### src/rtl/featuremap_pad_writer.sv
// Zero-border pad writer: turns an unpadded WIDTH x WIDTH row-major stream into
// back-to-back (WIDTH+2) x (WIDTH+2) frames pushed into a channel FIFO.
module featuremap_pad_writer #(
   parameter int unsigned DATA_WIDTH = 32,
   parameter int unsigned WIDTH      = 56
) (
   input  logic                  clk,
   input  logic                  rst,
   input  logic                  valid_in,
   input  logic [DATA_WIDTH-1:0] data_in,
   output logic                  in_ready,
   input  logic                  fifo_full,
   output logic                  wrreq,
   output logic [DATA_WIDTH-1:0] data_out,
   output logic                  frame_done
);

   localparam int unsigned CW = $clog2(WIDTH + 2);
   localparam logic [CW-1:0] LAST = CW'(WIDTH + 1);

   typedef enum logic {PAD = 1'b0, DATA = 1'b1} state_t;

   state_t        r_state;
   logic [CW-1:0] r_row;
   logic [CW-1:0] r_col;
   logic          r_last;

   logic [CW-1:0] w_row_nxt;
   logic [CW-1:0] w_col_nxt;
   logic          w_at_eol;
   logic          w_nxt_data;
   logic          w_adv;
   logic          w_fire;

   // Next padded position and its class, registered alongside the counters
   always_comb begin
      w_at_eol  = (r_col == LAST);
      w_col_nxt = w_at_eol ? '0 : r_col + CW'(1);
      w_row_nxt = r_row;
      if (w_at_eol) begin
         w_row_nxt = (r_row == LAST) ? '0 : r_row + CW'(1);
      end
      w_nxt_data = (w_row_nxt != '0) && (w_row_nxt != LAST) &&
                   (w_col_nxt != '0) && (w_col_nxt != LAST);
   end

   assign w_adv    = !wrreq || !fifo_full;
   assign in_ready = w_adv && (r_state == DATA);
   assign w_fire   = w_adv && ((r_state == PAD) || valid_in);

   always_ff @(posedge clk or negedge rst) begin
      if (!rst) begin
         r_state    <= PAD;
         r_row      <= '0;
         r_col      <= '0;
         r_last     <= 1'b0;
         wrreq      <= 1'b0;
         data_out   <= '0;
         frame_done <= 1'b0;
      end else begin
         // r_last marks that the pending word is position (WIDTH+1, WIDTH+1)
         frame_done <= wrreq && !fifo_full && r_last;
         if (w_fire) begin
            wrreq    <= 1'b1;
            data_out <= (r_state == DATA) ? data_in : '0;
            r_last   <= (r_row == LAST) && w_at_eol;
            r_row    <= w_row_nxt;
            r_col    <= w_col_nxt;
            r_state  <= w_nxt_data ? DATA : PAD;
         end else if (w_adv) begin
            wrreq  <= 1'b0;
            r_last <= 1'b0;
         end
      end
   end

endmodule

### config.mk
export PLATFORM = sky130hd
export DESIGN_NAME = featuremap_pad_writer
export DESIGN_NICKNAME = d
export VERILOG_FILES = /design/src/rtl/featuremap_pad_writer.sv
export SDC_FILE = /design/constraint.sdc
export NUM_CORES = 1
export LEC_CHECK = 0
export CAP_MARGIN = 5
export CELL_PAD_IN_SITES_DETAIL_PLACEMENT = 1
export CELL_PAD_IN_SITES_GLOBAL_PLACEMENT = 1
export CORE_MARGIN = 2
export CORE_UTILIZATION = 35
export DETAILED_ROUTE_END_ITERATION = 10
export PLACE_DENSITY_LB_ADDON = 0.15
export RECOVER_POWER = 25
export SYNTH_ARGS = -nofsm -noshare
export SYNTH_HDL_FRONTEND = slang
export SYNTH_SLANG_ARGS = --single-unit
### constraint.sdc
create_clock -name clk -period 2.52 [get_ports clk]
set_input_delay 0.756 -clock clk [delete_from_list [all_inputs] [get_ports clk]]
set_output_delay 0.756 -clock clk [all_outputs]
set_load 0.05 [all_outputs]
Word level (Yosys, flattened, before mapping)

Cells that the tools add are included.

Register bits: 48
Input port bits: 36
Word-level logic and storage cells: 37

Add/subtract/negate cells: 2
Eq/ne operators: 4
Multiplexer cells: 8
Bitwise gates (word level): 1
Reduce and logical (&&, ||, !) cells: 15

Operator list:

| cell                                        | count |
|---|---|
| 2-to-1 mux 32 bit                           | 1 |
| 2-to-1 mux 6 bit                            | 3 |
| adder 6 x 1 -> 6 bit, second input constant | 2 |
| equality test 6 bit, second input constant  | 2 |
| != test 6 bit, second input constant        | 2 |
| nonzero test 6 bit                          | 2 |
| logical AND 1 bit                           | 8 |
| 2-to-1 mux 1 bit                            | 4 |
| zero test 1 bit                             | 2 |
| logical OR 1 bit                            | 2 |
| nonzero test 2 bit                          | 1 |
| inverter 1 bit                              | 1 |

Depth between registers and ports, before layout

Gate-level depths: netlist of run 1.

Depth after elaboration: 8
Mapped depth: 8

Worst setup path before layout of run 1

Ideal clock, no wire load.

Path kind: input -> output
Start point: in fifo_full
End point: out in_ready
Data arrival time: 1539 ps
Slack: 225 ps
Cell stages on the path: 1
Buffers on the path: 0
Cells stage by stage: a21oi_1

Cells in the longest elaborated chain, start to end: 3

RTL lines:

| element           | RTL line | text |
|---|---|---|
| from (decl)       | 12       | `input logic fifo_full,` |
| zero test 1 bit   | 47       | `assign w_adv = !wrreq \|\| !fifo_full;` |
| logical OR 1 bit  | 47       |  |
| logical AND 1 bit | 48       | `assign in_ready = w_adv && (r_state == DATA);` |
| to (decl)         | 11       | `output logic in_ready,` |

Every way passes these cells.

Worst setup path after layout of run 1

Same ends and word-level chain as after synthesis.

==> metrics.md, run 1 <==
| Metric | Value |
|---|---|
| Num ports | 71 |
| Skew final | 0.00782 ns |
| Arr. time, crit path | 1.65 ns |
| Yosys Warn Count | 0 |
| Synth cell types | 47 |
| Relative slew slack | 21.5% |
| Synth area leaders | dfrtp_1 (54%), a22o_1 (12%), nand2_1 (3.2%) |
| Nets | approximately 310 |
| Largest net degree at the start of global routing | 49 |
| Critical path class | primary input to primary output |
| Total inserted antenna cells | 0 |
| P per Cell Area | 1180 nW/µm² |
| Vias in the first global route | 2014 |
| Worst setup SP type | primary input |
| Top post-synthesis cells by count | dfrtp_1 (48), a22o_1 (32), nand2_1 (19) |
| Status | completed |
| Core ar. | 6280 µm² |
| Layout overhead on the synthesized area | 43.1% |
| First-pass GRT wire length | 10.3 mm |
| Routed Antenna Nets | 0 |
| Post-synth ARST share | 100% |
| Min Tclk post-route | 2.41 ns |
| Peak VDD IR | 0.600 mV |
| Syn Inst Count | roughly 200 |
| Root buffer cell | clkbuf_8 |
| RSZ-0062 raised after global routing | no |
| Worst-Skew Late Latency | 0.30 ns |
| Post-CTS Setup Inserts | 0 |
| Chip height | 84.1 µm |
| Starting Density | 35.7% |
| Final setup vio count | 0 |
| Maximum root-to-sink buffer count | 2 |
| Hold crit path type | register to register |
| Die Footprint | approximately 7100 µm² |
| # rows | 29 |
| Total global-route track usage | 18.3% |
| Worst Path Required | roughly 1.8 ns |
| DP Cell Count | 343 |
| Avg Inst Size Synth | ~11 µm² |
| R2R depth | 7 |
| H-tree Lvls | 2 |
| Remaining Overflow, GRT | 0 |
| Hold path depth | 1 |
| Least-Margin Pin Slew | 1.18 ns |
| Worst hold start | data_out[16]$_DFFE_PN0P_ |
| Share of the synthesized area in the top cell type | 53.5% |
| Tcrit/Tclk final | 95.6% |
| Synth Register Bits | 48 |
| TritonCTS clock tree | built |
| Hold slack | 0.509 ns |
| Antenna violations before repair | 0 |
| Cts repair resizes | 0 |
| EDFF count, synth | 0 |
| Syn nets | approximately 250 |
| Setup TNS | 0 ns |
| Top-count cell post-synth | dfrtp_1 |
| Final wirelength | between 6 and 7 mm |
| Die span in x | 84.1 µm |
| Worst flop-to-flop path startpoint | r_col[1]$_DFFE_PN0P_ |
| Post-synthesis cell area | 2240 µm² |
| Layout cells sized above 1 | 8.76% |
| DR DRC count | 0 |
| RePlAce Congestion | 0.846 |
| Num Clock Sinks | 48 |
| Final hold vios | 0 |
| P_leak | 1.36 nW |
| Post-route cell area | 3210 µm² |
| DR WL/cell | between 15 and 20 µm |
| Fmax | 415 MHz |
| Pre-antenna DRT Iters | 4 |
| Via count | between 1500 and 2000 |
| Non-Filler Instances | 351 |
| Cts hold-fix bufs | 0 |
| Initial drt markers | 52 |
| Worst Path Max Fanout | 2 |
| Synth Flop Type | dfrtp_1 |
| # port buffers | 70 |
| Max-Cap Viols | 0 |
| Slew Limit Fails | 0 |
| Post-DP HPWL | 4.41 mm |
| Total Power | 0.00378 W |
| DR vias/cell | 5.45 |
| Register area share after synthesis | 53.5% |
| Crit path from | fifo_full |
| Setup crit end kind | primary output |
| Clock-pin slew on the worst setup and hold paths | 0.09 ns |
| TritonCTS Buffers | 5 |
| Post-place instance area | 3050 µm² |
| Cell taking the most area after synthesis | dfrtp_1 |
| Fillers | about 690 |
logic make-up after synthesis:
logic type | synth area share [%]
AOI/OAI and AO/OA | 25.2
xor gates and xnor gates | 0.781
adders and majority gates | 2.23
buffers and inverters | 4.46
DFF | 53.5
muxes | 0.502
and+or+nand+nor | 13.3
final cells by class:
cell class / count / area, µm² / share of cell area, %
well taps: 77 / 96.3 / 3.00
inverters: 3 / 11.3 / 0.351
clock inverters: 3 / 90.1 / 2.81
clock buffers: 5 / 68.8 / 2.14
flip-flops and latches: 48 / 1200 / 37.4
repair buffers: 78 / 788 / 24.6
multi-input cells: 137 / 953 / 29.7
report_power, final:
| part | switching (W) | internal (W) |
|---|---|---|
| Clock | 0.000262 | 0.000496 |
| Combinational | 0.00112 | 0.000692 |
| Sequential | 0.000209 | 0.00100 |
routing by layer:
| layer | vias to the layer above | GRT usage, % | part of all wire, % |
|---|---|---|---|
| met5 | - | 0 | 0 |
| met4 | 0 | 7.18 | 1.6 |
| met3 | 8 | 3.56 | 4.0 |
| met2 | 47 | 29.0 | 49 |
| met1 | 957 | 24.6 | 45 |
| li1 | 901 | - | - |
stage by stage:
step / setup slack, ns / util (%)
after global placement: 0.134 / 48.6
after floorplan: 0.225 / -
final: 0.111 / 51.1
after CTS: 0.113 / 51.2
after global routing: 0.0673 / 51.1
after detailed placement: 0.131 / 48.6
sequential cells by signal (all words and copies together), names as in the netlist:
signal      cells
r_col           6
frame_done      1
data_out       32
r_row           6
r_last          1
wrreq           1
r_state         1
cells in the final DEF, fill, tap and decap left out, types with 4 or more instances in the layout:
cell and instances:
nand2_1 19, clkdlybuf4s50_1 68, nand3_1 5, clkbuf_8 5
a22o_1 32, nand4_1 5, a31oi_1 5, ha_1 4
nor2_1 6, buf_4 5, o21ai_0 13, dfrtp_1 48
path summary, 6_finish.rpt:
path | end | slack [ns]
max reg2reg | r_state$_DFFE_PN0P_ | 0.41
min reg2reg | data_out[16]$_DFFE_PN0P_ | 0.51
max in group asynchronous | r_col[5]$_DFFE_PN0P_ | 1.04
max | in_ready | 0.11
min | data_out[16]$_DFFE_PN0P_ | 0.51
min in group asynchronous | data_out[11]$_DFFE_PN0P_ | 0.76
critical path, stage by stage:
cell             delay, ns
clkdlybuf4s50_1       0.42
a21oi_1               0.29
buf_12                0.18
Power figures use the tool's default switching activity.
==> inputs of run 2 (changes only) <==
--- a/config.mk
+++ b/config.mk
@@ -5,11 +5,12 @@
 export SDC_FILE = /design/constraint.sdc
 export NUM_CORES = 1
 export LEC_CHECK = 0
-export CAP_MARGIN = 5
+export ABC_AREA = 1
+export CAP_MARGIN = 20
 export CELL_PAD_IN_SITES_DETAIL_PLACEMENT = 1
 export CELL_PAD_IN_SITES_GLOBAL_PLACEMENT = 1
 export CORE_MARGIN = 2
-export CORE_UTILIZATION = 35
+export CORE_UTILIZATION = 34
 export DETAILED_ROUTE_END_ITERATION = 10
 export PLACE_DENSITY_LB_ADDON = 0.15
 export RECOVER_POWER = 25
==> run 2 against run 1 <==
Core utilization is 3.1 points lower. Non-clock buffer count is 2 lower. Wire length grew 14%. Final cell count rose by 34%. Highest routed layer unchanged. Design area rose by 2.9%. Worst hold slack worse by 0.023 ns.
==> metrics.md, run 2 <==
| Metric | Value |
|---|---|
| RePlAce Congestion | 0.775 |
| Max-Cap Viols | 0 |
| Top reg by flops | data_out |
| Antenna violations before repair | 0 |
| Final wirelength | approximately 7 mm |
| DR WL/cell | 14.8 µm |
| Clock-pin slew on the worst setup and hold paths | 0.09 ns |
| P per Cell Area | approximately 1200 nW/µm² |
| Met2 GRT Util | 31.9% |
| Worst-Skew Late Latency | 0.31 ns |
| Critical path class | primary input to primary output |
| DR DRC count | 0 |
| FF/Latch Area | ~1200 µm² |
| Critical Path, Cell by Cell | clkdlybuf4s50_1 > nand2_1 > inv_1 > nor2_1 > buf_12 |
| Num ports | 71 |
| Max stage delay on crit path | 0.42 ns |
| Largest registers | data_out (32), r_col (6), r_row (6) |
| H-tree Lvls | 2 |
| Cell taking the most area after synthesis | dfrtp_1 |
| Met3 usage | 6.90% |
| Post-synthesis cell area | 2430 µm² |
| Final hold vios | 0 |
| Remaining Overflow, GRT | 0 |
| Post-CTS Setup Inserts | 0 |
| Top-count cell post-synth | nand2_1 |
| Fillers | between 800 and 900 |
| Worst Path Required | 1.76 ns |
| Layout overhead on the synthesized area | 36.0% |
| First-pass GRT wire length | 11.2 mm |
| Least-Margin Pin Slew | 1.42 ns |
| Skew final | 0.00729 ns |
| Die Footprint | approximately 8000 µm² |
| Multi-input logic area | between 1000 and 1500 µm² |
| TritonCTS Buffers | 5 |
| Slew Limit Fails | 0 |
| Via count | 2269 |
| Relative slew slack | 5.18% |
| Register area share after synthesis | between 40% and 50% |
| GR peak layer | met2 |
| Final setup vio count | 0 |
| Synth area leaders | dfrtp_1 (49%), nand2_1 (19%), nand3_1 (9.7%) |
| Yosys Warn Count | 0 |
| Largest net degree at the start of global routing | 39 |
| P_leak | 1.61 nW |
| Max reg flops | 32 |
| Most frequent cells in the layout | nand2_1 (121), clkdlybuf4s50_1 (68), dfrtp_1 (48), nand3_1 (47), inv_1 (17) |
| Synth Flop Type | dfrtp_1 |
| Cts hold-fix bufs | 0 |
| Hold slack | just under 0.5 ns |
| Post-synth ARST share | 100% |
| Share of the synthesized area in the top cell type | 49.5% |
| Synth Register Bits | 48 |
| Tcrit/Tclk final | 97.7% |
| Arr. time, crit path | 1.71 ns |
| Post-DP HPWL | 5.12 mm |
| DR vias/cell | 4.81 |
| Core ar. | between 6000 and 7000 µm² |
| Worst Path Max Fanout | 3 |
| Root buffer cell | clkbuf_8 |
| Maximum root-to-sink buffer count | 2 |
| Status | completed |
| Initial drt markers | 85 |
| Setup crit end kind | primary output |
| Avg Inst Size Synth | 7.86 µm² |
| Total global-route track usage | 18.5% |
| # port buffers | 70 |
| Min Tclk post-route | 2.46 ns |
| Cts repair resizes | 0 |
| TritonCTS clock tree | built |
| Num Clock Sinks | 48 |
| Top post-synthesis cells by count | nand2_1 (121), dfrtp_1 (48), nand3_1 (47) |
| Layout cells sized above 1 | 8.24% |
| Peak VDD IR | 0.508 mV |
| Starting Density | a little over a third |
| Fmax | 406 MHz |
| Worst setup SP type | primary input |
| EDFF count, synth | 0 |
| Pre-antenna DRT Iters | 4 |
| RSZ-0062 raised after global routing | no |
| Setup TNS | 0 ns |
| Chip height | 88.5 µm |
| Syn Inst Count | 309 |
| GRT met1 Usage | between 20% and 30% |
| Die span in x | roughly 89 µm |
| Slowest cell on crit path | clkdlybuf4s50_1 |
| Routed Antenna Nets | 0 |
| Syn nets | roughly 350 |
| Hold crit path type | register to register |
| Synth cell types | 27 |
| Commonest non-fill, non-tap cell in the layout | nand2_1 |
| Nets | 415 |
| # rows | 30 |
| Vias in the first global route | 2368 |
| Total inserted antenna cells | 0 |
## run 2: cell types whose count changed after synthesis, moves of 5 or more
cell / previous run / this run
a22o_1: 32 / 0
a31oi_1: 5 / 0
buf_2: 1 / 7
inv_1: 3 / 17
nand2_1: 19 / 121
nand3_1: 5 / 47
nor2_1: 6 / 15
## run 2: metrics by stage
stage	worst slack [ns]	power [W]	utilization (%)	instance area (µm²)	std cells
after global placement	0.0821	0.00340	46.7	3210	464
after CTS	0.0482	0.00398	48.1	3310	472
after detailed placement	0.0606	0.00346	46.7	3210	464
after floorplan	0.225	0.00270	-	2430	309
after global routing	0.00482	0.00420	48.1	3300	472
final	0.0576	0.00393	48.1	3300	472
## run 2: cell type report
type                            instances  area share, %
Clock buffer                            6           2.50
Inverter                               21           2.43
Timing Repair Buffer                   76           23.0
Sequential cell                        48           36.4
Tap cell                               96           3.64
Multi-Input combinational cell        223           31.6
Clock inverter                          2          0.417
## run 2: metal layers
| layer | vias up | routed length, µm |
|---|---|---|
| met3 | 8 | 478 |
| met4 | 0 | 77 |
| li1 | 1106 | - |
| met5 | - | 0 |
| met2 | 55 | 3400 |
| met1 | 1100 | 3020 |
## run 2: worst paths after layout
check | from | end | slack, ns | cells after the start
worst min register to register | data_out[2]$_DFFE_PN0P_ | data_out[2]$_DFFE_PN0P_ | 0.49 | 2
max in group asynchronous | rst | data_out[28]$_DFFE_PN0P_ | 0.71 | 2
min in group asynchronous | rst | data_out[10]$_DFFE_PN0P_ | 0.76 | 1
worst min-delay path | data_out[2]$_DFFE_PN0P_ | data_out[2]$_DFFE_PN0P_ | 0.49 | 2
worst max-delay path | fifo_full | in_ready | 0.06 | 5
worst max register to register | r_col[1]$_DFFE_PN0P_ | r_state$_DFFE_PN0P_ | 0.67 | 11
## run 2: kinds of logic after synthesis
family | Yosys count | synth area share [%]
and+or+nand+nor | 199 | 36.4
DFF | 48 | 49.5
buffers and inverters | 38 | 7.52
AOI/OAI and AO/OA | 20 | 4.58
adders and majority gates | 4 | 2.06
## run 2: worst max-delay path: cells and delay by family
| family | cells | cell delay (ns) |
|---|---|---|
| buffers and inverters | 3 | 0.66 |
| AND/OR/NAND/NOR | 2 | 0.27 |
## run 2: report_power, final
group          switching (W)  internal (W)
Combinational        0.00144      0.000693
Clock               0.000282      0.000225
Sequential          0.000243       0.00105
==> inputs of run 3 (changes only) <==
--- a/config.mk
+++ b/config.mk
@@ -9,11 +9,12 @@
 export CAP_MARGIN = 20
 export CELL_PAD_IN_SITES_DETAIL_PLACEMENT = 1
 export CELL_PAD_IN_SITES_GLOBAL_PLACEMENT = 1
-export CORE_MARGIN = 2
 export CORE_UTILIZATION = 34
 export DETAILED_ROUTE_END_ITERATION = 10
 export PLACE_DENSITY_LB_ADDON = 0.15
 export RECOVER_POWER = 25
+export SETUP_SLACK_MARGIN = 0.4
 export SYNTH_ARGS = -nofsm -noshare
 export SYNTH_HDL_FRONTEND = slang
 export SYNTH_SLANG_ARGS = --single-unit
+export TNS_END_PERCENT = 10
==> run 3 against run 2 <==
Sequential share of layout area fell by 0.40 points. Wire length fell by 7.9%. Design area rose by 1.1%. Die area fell by 4.5%. Via count fell by 2.2%. Worst setup slack improved by 0.23 ns. Clock skew rose by 0.0020 ns. Critical endpoint is now data_out[22]. Largest cell class unchanged.
==> metrics.md, run 3 (synthesized netlist as in run 2, its figures left out) <==
| Metric | Value |
|---|---|
| Share of power burned in registers | 32.4% |
| Post-DP HPWL | 4.68 mm |
| Root buffer cell | clkbuf_8 |
| Crit path from | data_out[22]$_DFFE_PN0P_ |
| Num Clock Sinks | 48 |
| H-tree Lvls | 2 |
| Critical Path, Cell by Cell | clkdlybuf4s50_1 |
| Max reg flops | 32 |
| TritonCTS clock tree | built |
| Die Footprint | between 7000 and 8000 µm² |
| Status | completed |
| Largest registers | data_out (32), r_col (6), r_row (6) |
| Remaining Overflow, GRT | 0 |
| DR DRC count | 0 |
| Layout cells sized above 1 | 8.31% |
| Die span in x | 86.5 µm |
| Final hold vios | 0 |
| Worst Path Max Fanout | 2 |
| TritonCTS Buffers | 5 |
| RSZ-0062 raised after global routing | yes |
| Final wirelength | 6.43 mm |
| Crit path buffers/inverters | 1 |
| Multi-input logic area | 1050 µm² |
| Final core occ | 48.9% |
| Commonest non-fill, non-tap cell in the layout | nand2_1 |
| P per Cell Area | 1180 nW/µm² |
| Slowest cell on crit path | clkdlybuf4s50_1 |
| Largest net degree at the start of global routing | 40 |
| Hold crit path type | register to register |
| # port buffers | 70 |
| Post-place instance area | 3230 µm² |
| Least-Margin Pin Slew | 1.43 ns |
| Maximum root-to-sink buffer count | 2 |
| Nets | 414 |
| Clock-pin slew on the worst setup and hold paths | approximately 0.090 ns |
| FF/Latch Area | 1200 µm² |
| Num ports | 71 |
| Total global-route track usage | 18.7% |
| Critical path class | register to primary output |
| Worst flop-to-flop path startpoint | r_col[1]$_DFFE_PN0P_ |
| Power share of the clock group | 13.6% |
| Antenna violations before repair | 0 |
| # rows | 30 |
| Fillers | 843 |
| Via count | 2219 |
| Relative slew slack | under 10% |
| Worst setup SP type | register |
| Post-CTS Setup Inserts | 0 |
| Post-route cell area | between 3000 and 4000 µm² |
| Min Tclk post-route | 2.24 ns |
| P_int | a little over 0.002 W |
| Setup crit end kind | primary output |
| Arr. time, crit path | 1.48 ns |
| Fmax | 447 MHz |
| First-pass GRT wire length | ~11 mm |
| Sw Share | 48.5% |
| Tcrit/Tclk final | 88.8% |
| Setup TNS | 0 ns |
| RePlAce Congestion | 0.727 |
| Comb pwr share | 54.0% |
| Cts hold-fix bufs | 0 |
| P_leak | roughly 1.7 nW |
| Core ar. | 6830 µm² |
| Max stage delay on crit path | 0.82 ns |
| Skew final | 0.00927 ns |
| Layout overhead on the synthesized area | 37.5% |
| Initial drt markers | roughly 60 |
| Max-Cap Viols | 0 |
| Total inserted antenna cells | 0 |
| Worst-Skew Late Latency | between 0.2 and 0.3 ns |
| Most frequent cells in the layout | nand2_1 (120), clkdlybuf4s50_1 (62), dfrtp_1 (48), nand3_1 (47), inv_1 (16) |
| Worst hold start | data_out[28]$_DFFE_PN0P_ |
| Slew Limit Fails | 0 |
| Total Power | 0.00395 W |
| DR vias/cell | 4.73 |
| Peak VDD IR | 0.495 mV |
| Chip height | 86.5 µm |
| Pre-antenna DRT Iters | 4 |
| Top reg by flops | data_out |
| DR WL/cell | 13.7 µm |
| Vias in the first global route | between 2000 and 2500 |
| NetSw | ~0.0019 W |
| Worst Path Required | 1.76 ns |
| Final setup vio count | 0 |
| CP delay by family, top | buffers and inverters |
| Starting Density | 35.5% |
| Routed Antenna Nets | 0 |
-- run 3: cell count changes in the layout (fill, tap and decap cells not counted), moves of 2 or more --
| cell | change |
|---|---|
| dlygate4sd2_1 | +3 |
| buf_12 | +2 |
| dlymetal6s2s_1 | +3 |
| clkdlybuf4s50_1 | -6 |
| buf_4 | -2 |
-- run 3: final timing paths --
kind                       slack, ns  cells past startpoint                  endpoint
min in group asynchronous       0.78                      1  data_out[28]$_DFFE_PN0P_
hold / removal                  0.48                      2  data_out[28]$_DFFE_PN0P_
setup reg to reg                0.68                     11       r_state$_DFFE_PN0P_
hold reg to reg                 0.48                      2  data_out[28]$_DFFE_PN0P_
setup / recovery                0.28                      1              data_out[22]
max in group asynchronous       0.89                      1      r_row[1]$_DFFE_PN0P_
-- run 3: metrics by stage --
stage	setup slack, ns	hold WS (ns)	instances
floorplan	0.449	0.453	309
global placement	0.153	0.461	463
detailed placement	0.102	0.465	463
CTS	0.263	0.475	469
global route	0.232	0.506	469
finish	0.283	0.482	469
-- run 3: power groups by stage --
stage          clock, W  combinational [W]  sequential [W]
2_1_floorplan         0           0.000784         0.00192
3_3_place_gp          0            0.00212         0.00129
3_5_place_dp          0            0.00216         0.00129
4_1_cts        0.000560            0.00217         0.00129
5_1_grt        0.000592            0.00232         0.00132
6_report       0.000536            0.00213         0.00128
-- run 3: area by class of cell --
cell class              count  area share (%)
multi-input cells         223            31.6
clock inverters             1           0.900
repair buffers             75            23.5
well taps                  96            3.60
flip-flops and latches     48            36.0
clock buffers               5            2.06
inverters                  21            2.40
-- run 3: timing repair --
action                                  4_1_cts  5_1_grt
endpoints found under the hold margin         0        0
gates cloned                                  0        0
resized for setup                             6        3
pin swaps                                     2        0
endpoints found under the setup margin       35       33
-- run 3: layer usage --
metal | vias to the layer above | GRT usage, % | wire, µm
met3 | 4 | 6.00 | 406
met1 | 1066 | 24.4 | 3030
li1 | 1108 | - | -
met5 | - | 0 | 0
met4 | 0 | 3.48 | 40
met2 | 41 | 30.7 | 2950
==> RTL change: new RTL, config.mk and constraints of run 1 <==
`DATA_WIDTH`: 32 -> 16.
--- a/src/rtl/featuremap_pad_writer.sv
+++ b/src/rtl/featuremap_pad_writer.sv
@@ -1,7 +1,7 @@
 // Zero-border pad writer: turns an unpadded WIDTH x WIDTH row-major stream into
 // back-to-back (WIDTH+2) x (WIDTH+2) frames pushed into a channel FIFO.
 module featuremap_pad_writer #(
-   parameter int unsigned DATA_WIDTH = 32,
+   parameter int unsigned DATA_WIDTH = 16,
    parameter int unsigned WIDTH      = 56
 ) (
    input  logic                  clk,
Ports: changed (resized data_in and data_out); port bits go from 71 to 39. No check against the original RTL was run, so the function may have changed too.
==> RTL change against run 1 <==
- via count is 25% lower
- sequential share of layout area is 1.1 points lower
- setup slack better by 22 ps
- sequential cell count is 16 lower
- cell area is 31% lower
- synthesized area is 27% lower
- total power is 32% lower
- utilization is 1.1 points lower
- hold slack worse by 1.0 ps
- routed wire length is 30% lower
==> RTL change: results <==
{
  "synth.yosys.seq_area_share_pct": 49.0,
  "port_buffers": 38,
  "detail_route.wirelength.met1_um": 2010,
  "switching_power_mw": 1.08,
  "vdd_ir_drop_max_uv": 541,
  "gpl.final_weighted_congestion": 0.849,
  "power_mw": 2.57,
  "cellLeakagePower_nw": 0.951,
  "netlist_instances": 160,
  "pre_cts_slack_ps": 126,
  "synthArstFlopShare_pct": 100,
  "synth_nets": 184,
  "cts.reportedPaths.clkPinSlew_ps": 70,
  "synth_area_leaders": "dfrtp_1 49%, a22o_1 8.6%, a21oi_1 3.4%, nand2_1 3.2%, ha_1 3.1%",
  "drt-wirelength-per-cell_um": 16.9,
  "clockBufferDepth": 2,
  "grt_start_max_net_pins": 33,
  "fill_cell_count": 504,
  "drt-initial-drc-count": 43,
  "cts-buffers-inserted": 5,
  "cts.root.buffer_cell": "clkbuf_8",
  "final_net_count": 225,
  "post-cts-setup-buffer-count": 0,
  "wire_length_of_the_first_global_routing_pass_um": 7380,
  "synthesis.yosys.warnings": 0,
  "netlist_top_cells_count": "32 x dfrtp_1, 16 x a22o_1, 14 x nand2_1",
  "power.share.sequential_pct": 34.5,
  "wl_met3_um": 167,
  "drive_gt1_share_pct": 10.4,
  "clock-skew-final_ps": 6.18,
  "placement.cell_area_sq_um": 2090,
  "slew_headroom_pct": 45.3,
  "cp_data_arrival_time_ps": 1630,
  "number_of_global_route_vias_before_repair": 1556,
  "critPathMaxFanout": 2,
  "netlist-cell-type-count": 46,
  "htree_levels": 2,
  "outcome": "complete, no violations",
  "insertion_delay_ps": 290,
  "vias": 1442,
  "drt_wl_total_um": 4290,
  "maxClockFrequency_ghz": 0.419,
  "hold-worst-slack_ps": 508,
  "detailed_place_hpwl_um": 3130,
  "met2_wire_length_um": 2060,
  "reg_top3": "data_out (16), r_col (6), r_row (6)",
  "pwr.group.combinational_mw": 1.14,
  "worst-r2r-setup-slack_ps": 450,
  "placed_instances": 246,
  "routed.top_layer": "met4",
  "track_usage_pct": 18.2
}
## RTL change: changes by cell type after synthesis, sizes merged, moves of 3 or more
cell	delta
a21oi	+9
a22o	-16
buf	-3
clkbuf	-5
dfrtp	-16
nand2	-4
nand4	-5
nor3	+3
o21ai	-4
## RTL change: worst paths after layout
kind	startpoint	to	depth (start not counted)
max reg2reg	r_col[0]$_DFFE_PN0P_	r_state$_DFFE_PN0P_	7
min in group asynchronous	rst	data_out[15]$_DFFE_PN0P_	2
max in group asynchronous	rst	r_row[1]$_DFFE_PN0P_	2
min reg2reg	data_out[13]$_DFFE_PN0P_	data_out[13]$_DFFE_PN0P_	1
min	data_out[13]$_DFFE_PN0P_	data_out[13]$_DFFE_PN0P_	1
max	fifo_full	in_ready	3
## RTL change: metal layers
| layer | global-route usage, % | vias to the layer above |
|---|---|---|
| met5 | 0 | - |
| met4 | 6.71 | 0 |
| met3 | 5.00 | 5 |
| met2 | 27.2 | 22 |
| met1 | 25.2 | 735 |
| li1 | - | 680 |
## RTL change: layout make-up
cell class	instances	area [sq um]	share of cell area, %
Inverter	4	15.0	0.680
Clock buffer	7	96.3	4.37
Multi-Input combinational cell	115	778	35.3
Sequential cell	32	801	36.3
Tap cell	52	65.1	2.95
Clock inverter	1	30.0	1.36
Timing Repair Buffer	43	422	19.1
## RTL change: cell families (layout without fill, tap and decap cells)
| family | Yosys count | in the layout | synth area share [%] |
|---|---|---|---|
| flip-flops | 32 | 32 | 49.0 |
| AO/OA/AOI/OAI | 58 | 58 | 25.2 |
| adder cells (fa/ha/maj) | 4 | 4 | 3.06 |
| buffers and inverters | 13 | 55 | 3.60 |
| AND/OR/NAND/NOR | 49 | 49 | 16.8 |
| XOR/XNOR | 2 | 2 | 1.07 |
| multiplexers | 2 | 2 | 1.30 |
